==> src/rtl/param_sequence_detector_if.sv <==
// Bundle between a serial bit source/configurator and the pattern detector.
// Master drives configuration and data; slave returns detection status.
interface param_sequence_detector_if #(
    parameter int MAX_LEN = 16,
    parameter int CNT_W   = 8
);
    localparam int LEN_W = $clog2(MAX_LEN + 1);

    logic               cfg_load;
    logic [MAX_LEN-1:0] pattern;
    logic [LEN_W-1:0]   len;
    logic               X;
    logic               x_valid;
    logic               M;
    logic               overlap;
    logic               clr_count;
    logic               Z;
    logic [LEN_W-1:0]   fill;
    logic [CNT_W-1:0]   match_count;

    modport master (
        output cfg_load, pattern, len, X, x_valid, M, overlap, clr_count,
        input  Z, fill, match_count
    );

    modport slave (
        input  cfg_load, pattern, len, X, x_valid, M, overlap, clr_count,
        output Z, fill, match_count
    );
endinterface

==> src/rtl/param_sequence_detector.sv <==
// Run-time programmable serial pattern detector with Mealy/Moore output,
// optional overlapping matches and a saturating match counter.
module param_sequence_detector #(
    parameter int MAX_LEN = 16,
    parameter int CNT_W   = 8
) (
    input logic                      clk,
    input logic                      reset,
    param_sequence_detector_if.slave bus
);
    localparam int LEN_W = $clog2(MAX_LEN + 1);

    logic [MAX_LEN-1:0] pat_r;
    logic [MAX_LEN-2:0] hist;
    logic [LEN_W-1:0]   len_r;
    logic [LEN_W-1:0]   fill_r;
    logic               z_moore;
    logic [CNT_W-1:0]   cnt_r;

    logic [MAX_LEN-1:0] cand;
    logic [MAX_LEN-1:0] mask;
    logic [LEN_W-1:0]   len_clamp;
    logic [LEN_W:0]     fill_inc;
    logic [LEN_W-1:0]   fill_next;
    logic               fill_ok;
    logic               hit;

    assign len_clamp = (bus.len > LEN_W'(MAX_LEN)) ? LEN_W'(MAX_LEN)
                                                   : bus.len;

    // Oldest history bit falls off; only MAX_LEN-1 past bits plus X matter.
    assign cand = {hist, bus.X};

    always_comb begin
        mask = '0;
        for (int i = 0; i < MAX_LEN; i++)
            mask[i] = (i < int'(len_r));
    end

    assign fill_inc  = {1'b0, fill_r} + (LEN_W + 1)'(1);
    assign fill_ok   = (fill_inc >= {1'b0, len_r});
    assign fill_next = (fill_r == len_r) ? fill_r : fill_inc[LEN_W-1:0];

    assign hit = bus.x_valid & ~bus.cfg_load & (len_r != '0) & fill_ok &
                 ((cand & mask) == (pat_r & mask));

    always_ff @(posedge clk or negedge reset) begin
        if (!reset) begin
            pat_r   <= '0;
            len_r   <= '0;
            hist    <= '0;
            fill_r  <= '0;
            z_moore <= 1'b0;
            cnt_r   <= '0;
        end else begin
            if (bus.cfg_load) begin
                pat_r   <= bus.pattern;
                len_r   <= len_clamp;
                hist    <= '0;
                fill_r  <= '0;
                z_moore <= 1'b0;
            end else if (bus.x_valid) begin
                hist    <= cand[MAX_LEN-2:0];
                fill_r  <= (hit && !bus.overlap) ? '0 : fill_next;
                z_moore <= hit;
            end else begin
                z_moore <= 1'b0;
            end

            if (bus.clr_count)
                cnt_r <= '0;
            else if (hit && (cnt_r != '1))
                cnt_r <= cnt_r + CNT_W'(1);
        end
    end

    assign bus.Z           = bus.M ? z_moore : hit;
    assign bus.fill        = fill_r;
    assign bus.match_count = cnt_r;
endmodule

==> src/flat_wrapper.sv <==
// flat-port wrapper written by rule: the top's interface ports become plain ports
module param_sequence_detector_flat 
#(
    parameter int MAX_LEN = 16,
    parameter int CNT_W   = 8
)
  (clk, reset, bus_cfg_load, bus_pattern, bus_len, bus_X, bus_x_valid, bus_M, bus_overlap, bus_clr_count, bus_Z, bus_fill, bus_match_count);
  param_sequence_detector_if #(.MAX_LEN(MAX_LEN), .CNT_W(CNT_W)) bus_i ();
  input logic clk;
  input logic reset;
  input wire logic [$bits(bus_i.cfg_load)-1:0] bus_cfg_load;
  input wire logic [$bits(bus_i.pattern)-1:0] bus_pattern;
  input wire logic [$bits(bus_i.len)-1:0] bus_len;
  input wire logic [$bits(bus_i.X)-1:0] bus_X;
  input wire logic [$bits(bus_i.x_valid)-1:0] bus_x_valid;
  input wire logic [$bits(bus_i.M)-1:0] bus_M;
  input wire logic [$bits(bus_i.overlap)-1:0] bus_overlap;
  input wire logic [$bits(bus_i.clr_count)-1:0] bus_clr_count;
  output wire logic [$bits(bus_i.Z)-1:0] bus_Z;
  output wire logic [$bits(bus_i.fill)-1:0] bus_fill;
  output wire logic [$bits(bus_i.match_count)-1:0] bus_match_count;
  assign bus_i.cfg_load = bus_cfg_load;
  assign bus_i.pattern = bus_pattern;
  assign bus_i.len = bus_len;
  assign bus_i.X = bus_X;
  assign bus_i.x_valid = bus_x_valid;
  assign bus_i.M = bus_M;
  assign bus_i.overlap = bus_overlap;
  assign bus_i.clr_count = bus_clr_count;
  assign bus_Z = bus_i.Z;
  assign bus_fill = bus_i.fill;
  assign bus_match_count = bus_i.match_count;
  param_sequence_detector #(.MAX_LEN(MAX_LEN), .CNT_W(CNT_W)) u_core (.clk(clk), .reset(reset), .bus(bus_i));
endmodule
==> config.mk <==
export PLATFORM = sky130hd
export DESIGN_NAME = param_sequence_detector_flat
export DESIGN_NICKNAME = d
export VERILOG_FILES = /design/src/rtl/param_sequence_detector_if.sv /design/src/rtl/param_sequence_detector.sv /design/src/flat_wrapper.sv
export SDC_FILE = /design/constraint.sdc
export NUM_CORES = 1
export LEC_CHECK = 0
export ABC_AREA = 1
export CAP_MARGIN = 40
export CORE_MARGIN = 5
export CORE_UTILIZATION = 45
export CTS_CLUSTER_DIAMETER = 80
export DETAILED_ROUTE_END_ITERATION = 8
export GPL_TIMING_DRIVEN = 0
export PLACE_DENSITY = 0.73
export SETUP_SLACK_MARGIN = 0.3
export SYNTH_ARGS = -nofsm -noshare
export SYNTH_HDL_FRONTEND = slang
export SYNTH_SLANG_ARGS = --single-unit
==> constraint.sdc <==
create_clock -name clk -period 2.4 [get_ports clk]
set_clock_uncertainty 0.2 [all_clocks]
set_input_delay 0.36 -clock clk [delete_from_list [all_inputs] [get_ports clk]]
set_output_delay 0.36 -clock clk [all_outputs]
set_load 0.03 [all_outputs]
==> results of run 1 <==
[final cells by class]
cell class | count | area, µm²
plain buffers | 8 | 31.3
inverters | 53 | 211
flip-flops and latches | 50 | 1250
clock buffers | 6 | 82.6
clock inverters | 2 | 12.5
fillers | 554 | 2520
repair buffers | 59 | 584
repair inverters | 1 | 8.76
well taps | 77 | 96.3
multi-input cells | 241 | 1480
[per-stage QoR]
| step | hold WS [ps] | util (%) | std cells | instance area, µm² | setup WS (ps) |
|---|---|---|---|---|---|
| finish | 297 | 59.9 | 497 | 3760 | -324 |
| global route | 318 | 59.9 | 497 | 3760 | -448 |
| CTS | 302 | 59.0 | 495 | 3700 | -292 |
| detailed placement | 188 | 54.7 | 471 | 3430 | -592 |
| global placement | 276 | 54.4 | 470 | 3420 | -894 |
| floorplan | -136 | - | 352 | 2910 | 6.50 |
[placed cells by master (no fill, tap or decap), drive strengths merged, types with 2 or more instances in the layout]
cell type	count
nand2	98
inv	52
dfrtp	50
clkdlybuf4s50	34
nand3	32
nor2	30
o21ai	20
buf	20
o22ai	16
clkbuf	13
xor2	12
nand4	11
ha	7
a21oi	5
xnor2	3
dlymetal6s2s	3
clkinv	3
dlygate4sd2	2
[layer usage]
metal	vias to the layer above	share of wire, %	track usage (%)	wire [µm]
met2	50	50	29.0	3370
li1	1266	-	-	-
met5	-	0	0	0
met1	1184	45	22.1	3050
met3	10	3.8	3.01	255
met4	0	1.6	4.47	106
[registers in the layout (all words and copies together) (netlist names)]
name                    count
u_core.bus.fill             5
u_core.bus.match_count      8
u_core.hist                15
u_core.len_r                5
u_core.pat_r               16
u_core.z_moore              1
[logic make-up (layout without fill, tap and decap cells)]
family                     Yosys count  count (layout)  synth area share (%)
xor gates and xnor gates            15              15                  4.57
and+or+nand+nor                    173             173                  31.2
DFF                                 50              50                  43.5
adders and majority gates            7               7                  3.05
buffers and inverters               61             129                  8.45
AOI/OAI and AO/OA                   46              46                  9.23
[worst max-delay path: stages (launching register included)]
cell and delay, ps:
dfrtp_2 480, ha_4 200, xor2_2 150, ha_1 280, nand2_1 50, inv_1 50, nand2_1 60, nand2_1 70
a21oi_2 70, nor2_4 110, nand2_4 70, o21ai_4 120, buf_6 140
[timing repair]
item	CTS	global route
endpoints found under the setup margin	14	17
gates cloned	1	0
pin swaps	8	10
setup buffers	14	2
hold buffers	1	0
gates resized for setup	18	11
hold endpoints to repair	23	0
[worst min-delay path by stage]
stage                                            start                             end  slack, ps  cells after the start
final                     u_core.pat_r[14]$_DFFE_PN0P_    u_core.pat_r[14]$_DFFE_PN0P_        300                      2
after global routing      u_core.pat_r[14]$_DFFE_PN0P_    u_core.pat_r[14]$_DFFE_PN0P_        320                      2
after global placement    u_core.pat_r[14]$_DFFE_PN0P_    u_core.pat_r[14]$_DFFE_PN0P_        280                      2
after floorplan                                  reset  u_core.bus.fill[0]$_DFFE_PN0P_       -140                      0
after CTS                                 bus_cfg_load  u_core.bus.fill[0]$_DFFE_PN0P_        300                      4
after detailed placement                         reset     u_core.pat_r[3]$_DFFE_PN0P_        190                      1
[report_power, final]
part,switching [W],total (W),internal [W]
Clock,0.000303,0.000535,0.000233
Sequential,0.0000445,0.000926,0.000881
Combinational,0.000220,0.000381,0.000161
==> flow_metrics.tcl, run 1 <==
set metrics [dict create \
    min_period_ps 2720 \
    setup_tns_ps -3050 \
    rsz0062_at_grt "yes" \
    drive_gt1_share_pct 19.0 \
    report.final.hold_viol_count 0 \
    dp_hpwl_um 4830 \
    cts_made_buffers 5 \
    cp_max_fo 4 \
    timing.fmax_mhz 367 \
    cp_data_required_time_ps 1840 \
    arrival_ps 2160 \
    ir_worst_vdd_v 0.000256 \
    worstReg2RegStart "u_core.bus.fill[1]$_DFFE_PN0P_" \
    via_per_inst 5.05 \
    core_area_um2 6280 \
    netlist_area_um2 2870 \
    grt_first_pass_wirelength_um 11600 \
    cp-start-kind "flip-flop" \
    rr_worst_depth 19 \
    num_antenna_cells 0 \
    yosys.area.top_type "dfrtp_1" \
    ys_ff_latch 50 \
    crit_path_start "u_core.bus.fill[1]$_DFFE_PN0P_" \
    syn_to_final_growth_pct 30.7 \
    yosysUniqueCellTypes 32 \
    drc 0 \
    drv_slew 0 \
    clk_path_buf_depth 2 \
    clk_latency_ps 310 \
    fp.dieArea_um2 8080 \
    reg2reg_slack_ps -310 \
    dieWidth_um 89.9 \
    outcome "finished with violations" \
    rows 29 \
    grt_pass1_vias 2484 \
    clk_pin_slew_ps 100 \
    initial_core_util_pct 45.8 \
    routed_wl_um 6780 \
    violations "negative setup slack" \
    grt-ovfl-total 0 \
    min_path_type "reg2reg" \
    detail_route.iter0.violations 82 \
    postRouteAntennaNets 0 \
    cts_tree "built" \
    fin_total_pwr_w 0.00184 \
    ys_async_sr_fraction_pct 100 \
    io_buffers 41 \
    yosys-top-cells-area "dfrtp_1, nand2_1, inv_1, nand3_2, xor2_1" \
    final_nets 455 \
    vias 2510 \
    fin_ws_ps -324 \
    die_h_um 89.9 \
    ys_seq_area_share_pct 43.5 \
    cp-end-kind "output port" \
    crit_type "reg2out" \
    globalplace.congestion 0.881 \
    tightestPinTransition_ps 566 \
    cts-root-buf "clkbuf_8" \
    syn_nets 388 \
    pwr_density_cell_nw_per_um2 490 \
    fin_crit_sh_pct 113 \
    yosysWarnings 0 \
    ios 43 \
    synth_cells 352 \
    synth.avg_cell_area_um2 8.16 \
    r2r_end "u_core.bus.match_count[3]$_DFFE_PN0P_" \
    cap_viol_max_count 0 \
    dr.pass1.iters 4 \
    p_leak_nw 1.89 \
    setup_violations 15 \
    crit_end "bus_Z" \
    synth_commonest_cells "nand2_1, dfrtp_1, inv_1" \
    synth_edf_count 0 \
    relSlewSlack_pct 62.2 \
    grt_max_degree 28 \
    synth_most_common_cell "nand2_1" \
    htreeDepth 2 \
    ys.flop_type "dfrtp_1" \
    synth_top_cell_area_share_pct 43.5 \
    cts.sinks 50 \
    antenna_found_initial 0 \
    wl_per_cell_um 13.6 \
    grt_util_all_layers_pct 16.9 \
]
No activity file was read; power rests on OpenSTA's default activity.
==> inputs of run 2 (changes only) <==
--- a/config.mk
+++ b/config.mk
@@ -7,6 +7,7 @@
 export LEC_CHECK = 0
 export ABC_AREA = 1
 export CAP_MARGIN = 40
+export CORE_ASPECT_RATIO = 0.5
 export CORE_MARGIN = 5
 export CORE_UTILIZATION = 45
 export CTS_CLUSTER_DIAMETER = 80
==> run 2 against run 1 <==
The flow still finishes with violations (negative setup slack); worst hold slack about the same; wire length increased by 4.5%; global-route usage increased by 1.7 points; design area increased by 1.9%; via count increased by 3.7%; largest power group unchanged; final cell count increased by 2.4%; critical path depth increased by 1.
==> flow_metrics.tcl, run 2 (same netlist as run 1, synthesis figures left out) <==
set metrics [dict create \
    cts-root-buf "clkbuf_16" \
    ir_worst_vdd_v 0.000332 \
    fp.dieArea_um2 8180 \
    hp-start "u_core.pat_r[12]$_DFFE_PN0P_" \
    fill_cells 517 \
    fin_crit_sh_pct 110 \
    reg2reg_slack_ps -170 \
    place_inst 482 \
    grt-ovfl-total 0 \
    htreeDepth 2 \
    io_buffers 41 \
    cts_made_buffers 5 \
    syn_to_final_growth_pct 33.2 \
    drv_slew 0 \
    grt_use_met3_pct 4.83 \
    p_leak_nw 1.91 \
    cap_viol_max_count 0 \
    crit_path_start "u_core.bus.fill[1]$_DFFE_PN0P_" \
    rsz0062_at_grt "yes" \
    drive_gt1_share_pct 19.2 \
    worstReg2RegStart "u_core.bus.fill[1]$_DFFE_PN0P_" \
    grtUsageMet2_pct 30.7 \
    grt_util_all_layers_pct 18.7 \
    via_per_inst 5.11 \
    rr_worst_depth 19 \
    setup_tns_ps -1560 \
    cp_data_required_time_ps 1840 \
    detail_route.iter0.violations 166 \
    grt_first_pass_wirelength_um 12000 \
    layout_common_cells "nand2_1, inv_1, dfrtp_1" \
    cts.sinks 50 \
    clk_path_buf_depth 2 \
    min_period_ps 2650 \
    dieWidth_um 123 \
    core_area_um2 6130 \
    min_path_type "reg2reg" \
    top_usage_layer "met2" \
    clk_latency_ps 290 \
    cp-end-kind "output port" \
    cts_tree "built" \
    regMostFlops "u_core.pat_r" \
    dp_hpwl_um 5040 \
    clk_pin_slew_ps 70 \
    final_common_cell "nand2_1" \
    report.final.hold_viol_count 0 \
    die_h_um 66.5 \
    fin_ws_ps -247 \
    relSlewSlack_pct 55.8 \
    routed_wl_um 7090 \
    ios 43 \
    arrival_ps 2090 \
    largest_reg_flops 16 \
    min_to "u_core.pat_r[12]$_DFFE_PN0P_" \
    r2r_end "u_core.bus.match_count[2]$_DFFE_PN0P_" \
    tightestPinTransition_ps 663 \
    grt_use_met1_pct 24.2 \
    initial_core_util_pct 46.9 \
    final_nets 456 \
    vias 2602 \
    grt_pass1_vias 2683 \
    dr.pass1.iters 5 \
    antenna_found_initial 0 \
    globalplace.congestion 0.884 \
    violations "negative setup slack" \
    final_cells 509 \
    outcome "finished with violations" \
    wl_per_cell_um 13.9 \
    crit_type "reg2out" \
    cp_max_fo 4 \
    grt_max_degree 28 \
    setup_violations 9 \
    num_antenna_cells 0 \
    drc 0 \
    pwr_density_cell_nw_per_um2 533 \
    cp-start-kind "flip-flop" \
    postRouteAntennaNets 0 \
    worst_hold_path.num_cells 2 \
    timing.fmax_mhz 378 \
    rows 20 \
]
[run 2: what timing repair did]
action / 4_1_cts / 5_1_grt
gates resized for setup: 15 / 10
pin swaps: 5 / 5
hold buffers: 1 / 0
gates cloned: 1 / 0
endpoints found under the hold margin: 26 / 0
setup buffers: 15 / 2
endpoints found under the setup margin: 14 / 17
[run 2: worst max path at each step]
stage	endpoint	slack [ps]	depth (start not counted)
after global placement	u_core.bus.fill[2]$_DFFE_PN0P_	-840	1
after detailed placement	bus_Z	-630	12
after floorplan	bus_Z	7	9
after CTS	bus_Z	-260	12
final	bus_Z	-250	13
after global routing	bus_Z	-340	13
[run 2: critical path, cell delays in order (launching register included)]
cell     delay [ps]
dfrtp_2         450
nand3_2         100
xor2_1          160
inv_1           100
ha_4            270
nand2_1          50
inv_1            40
nand2_1          40
nand2_1          70
a21oi_2          70
nor2_4          110
nand2_4          70
o21ai_4         120
buf_6           140
[run 2: layout make-up]
cell class              instances  area, µm²  area share (%)
clock inverters                 2       12.5           0.327
plain buffers                   8       31.3           0.817
well taps                      88        110            2.88
repair buffers                 60        594            15.5
repair inverters                1       11.3           0.294
flip-flops and latches         50       1260            32.8
inverters                      53        211            5.52
multi-input cells             241       1460            38.2
clock buffers                   6        139            3.63
[run 2: metrics by stage]
| stage | utilization, % | instance area [µm²] | hold WS (ps) | setup slack (ps) | total power, W |
|---|---|---|---|---|---|
| 2_1_floorplan | - | 2910 | -136 | 6.50 | 0.00116 |
| 3_3_place_gp | 56.0 | 3430 | 284 | -839 | 0.00128 |
| 3_5_place_dp | 56.3 | 3450 | 231 | -626 | 0.00130 |
| 4_1_cts | 61.8 | 3790 | 300 | -262 | 0.00205 |
| 5_1_grt | 62.4 | 3830 | 321 | -341 | 0.00214 |
| 6_report | 62.4 | 3830 | 297 | -247 | 0.00204 |
[run 2: report_power, final]
group          total (W)  internal [W]  switching [W]
clock           0.000732      0.000413       0.000318
combinational   0.000386      0.000163       0.000223
sequential      0.000923      0.000883      0.0000405
total            0.00204       0.00146       0.000582
[run 2: layer usage]
metal	vias to the layer above	part of all wire [%]
met1	1236	47
met3	13	5.9
met2	77	46
met4	0	1.4
met5	-	0
li1	1276	-
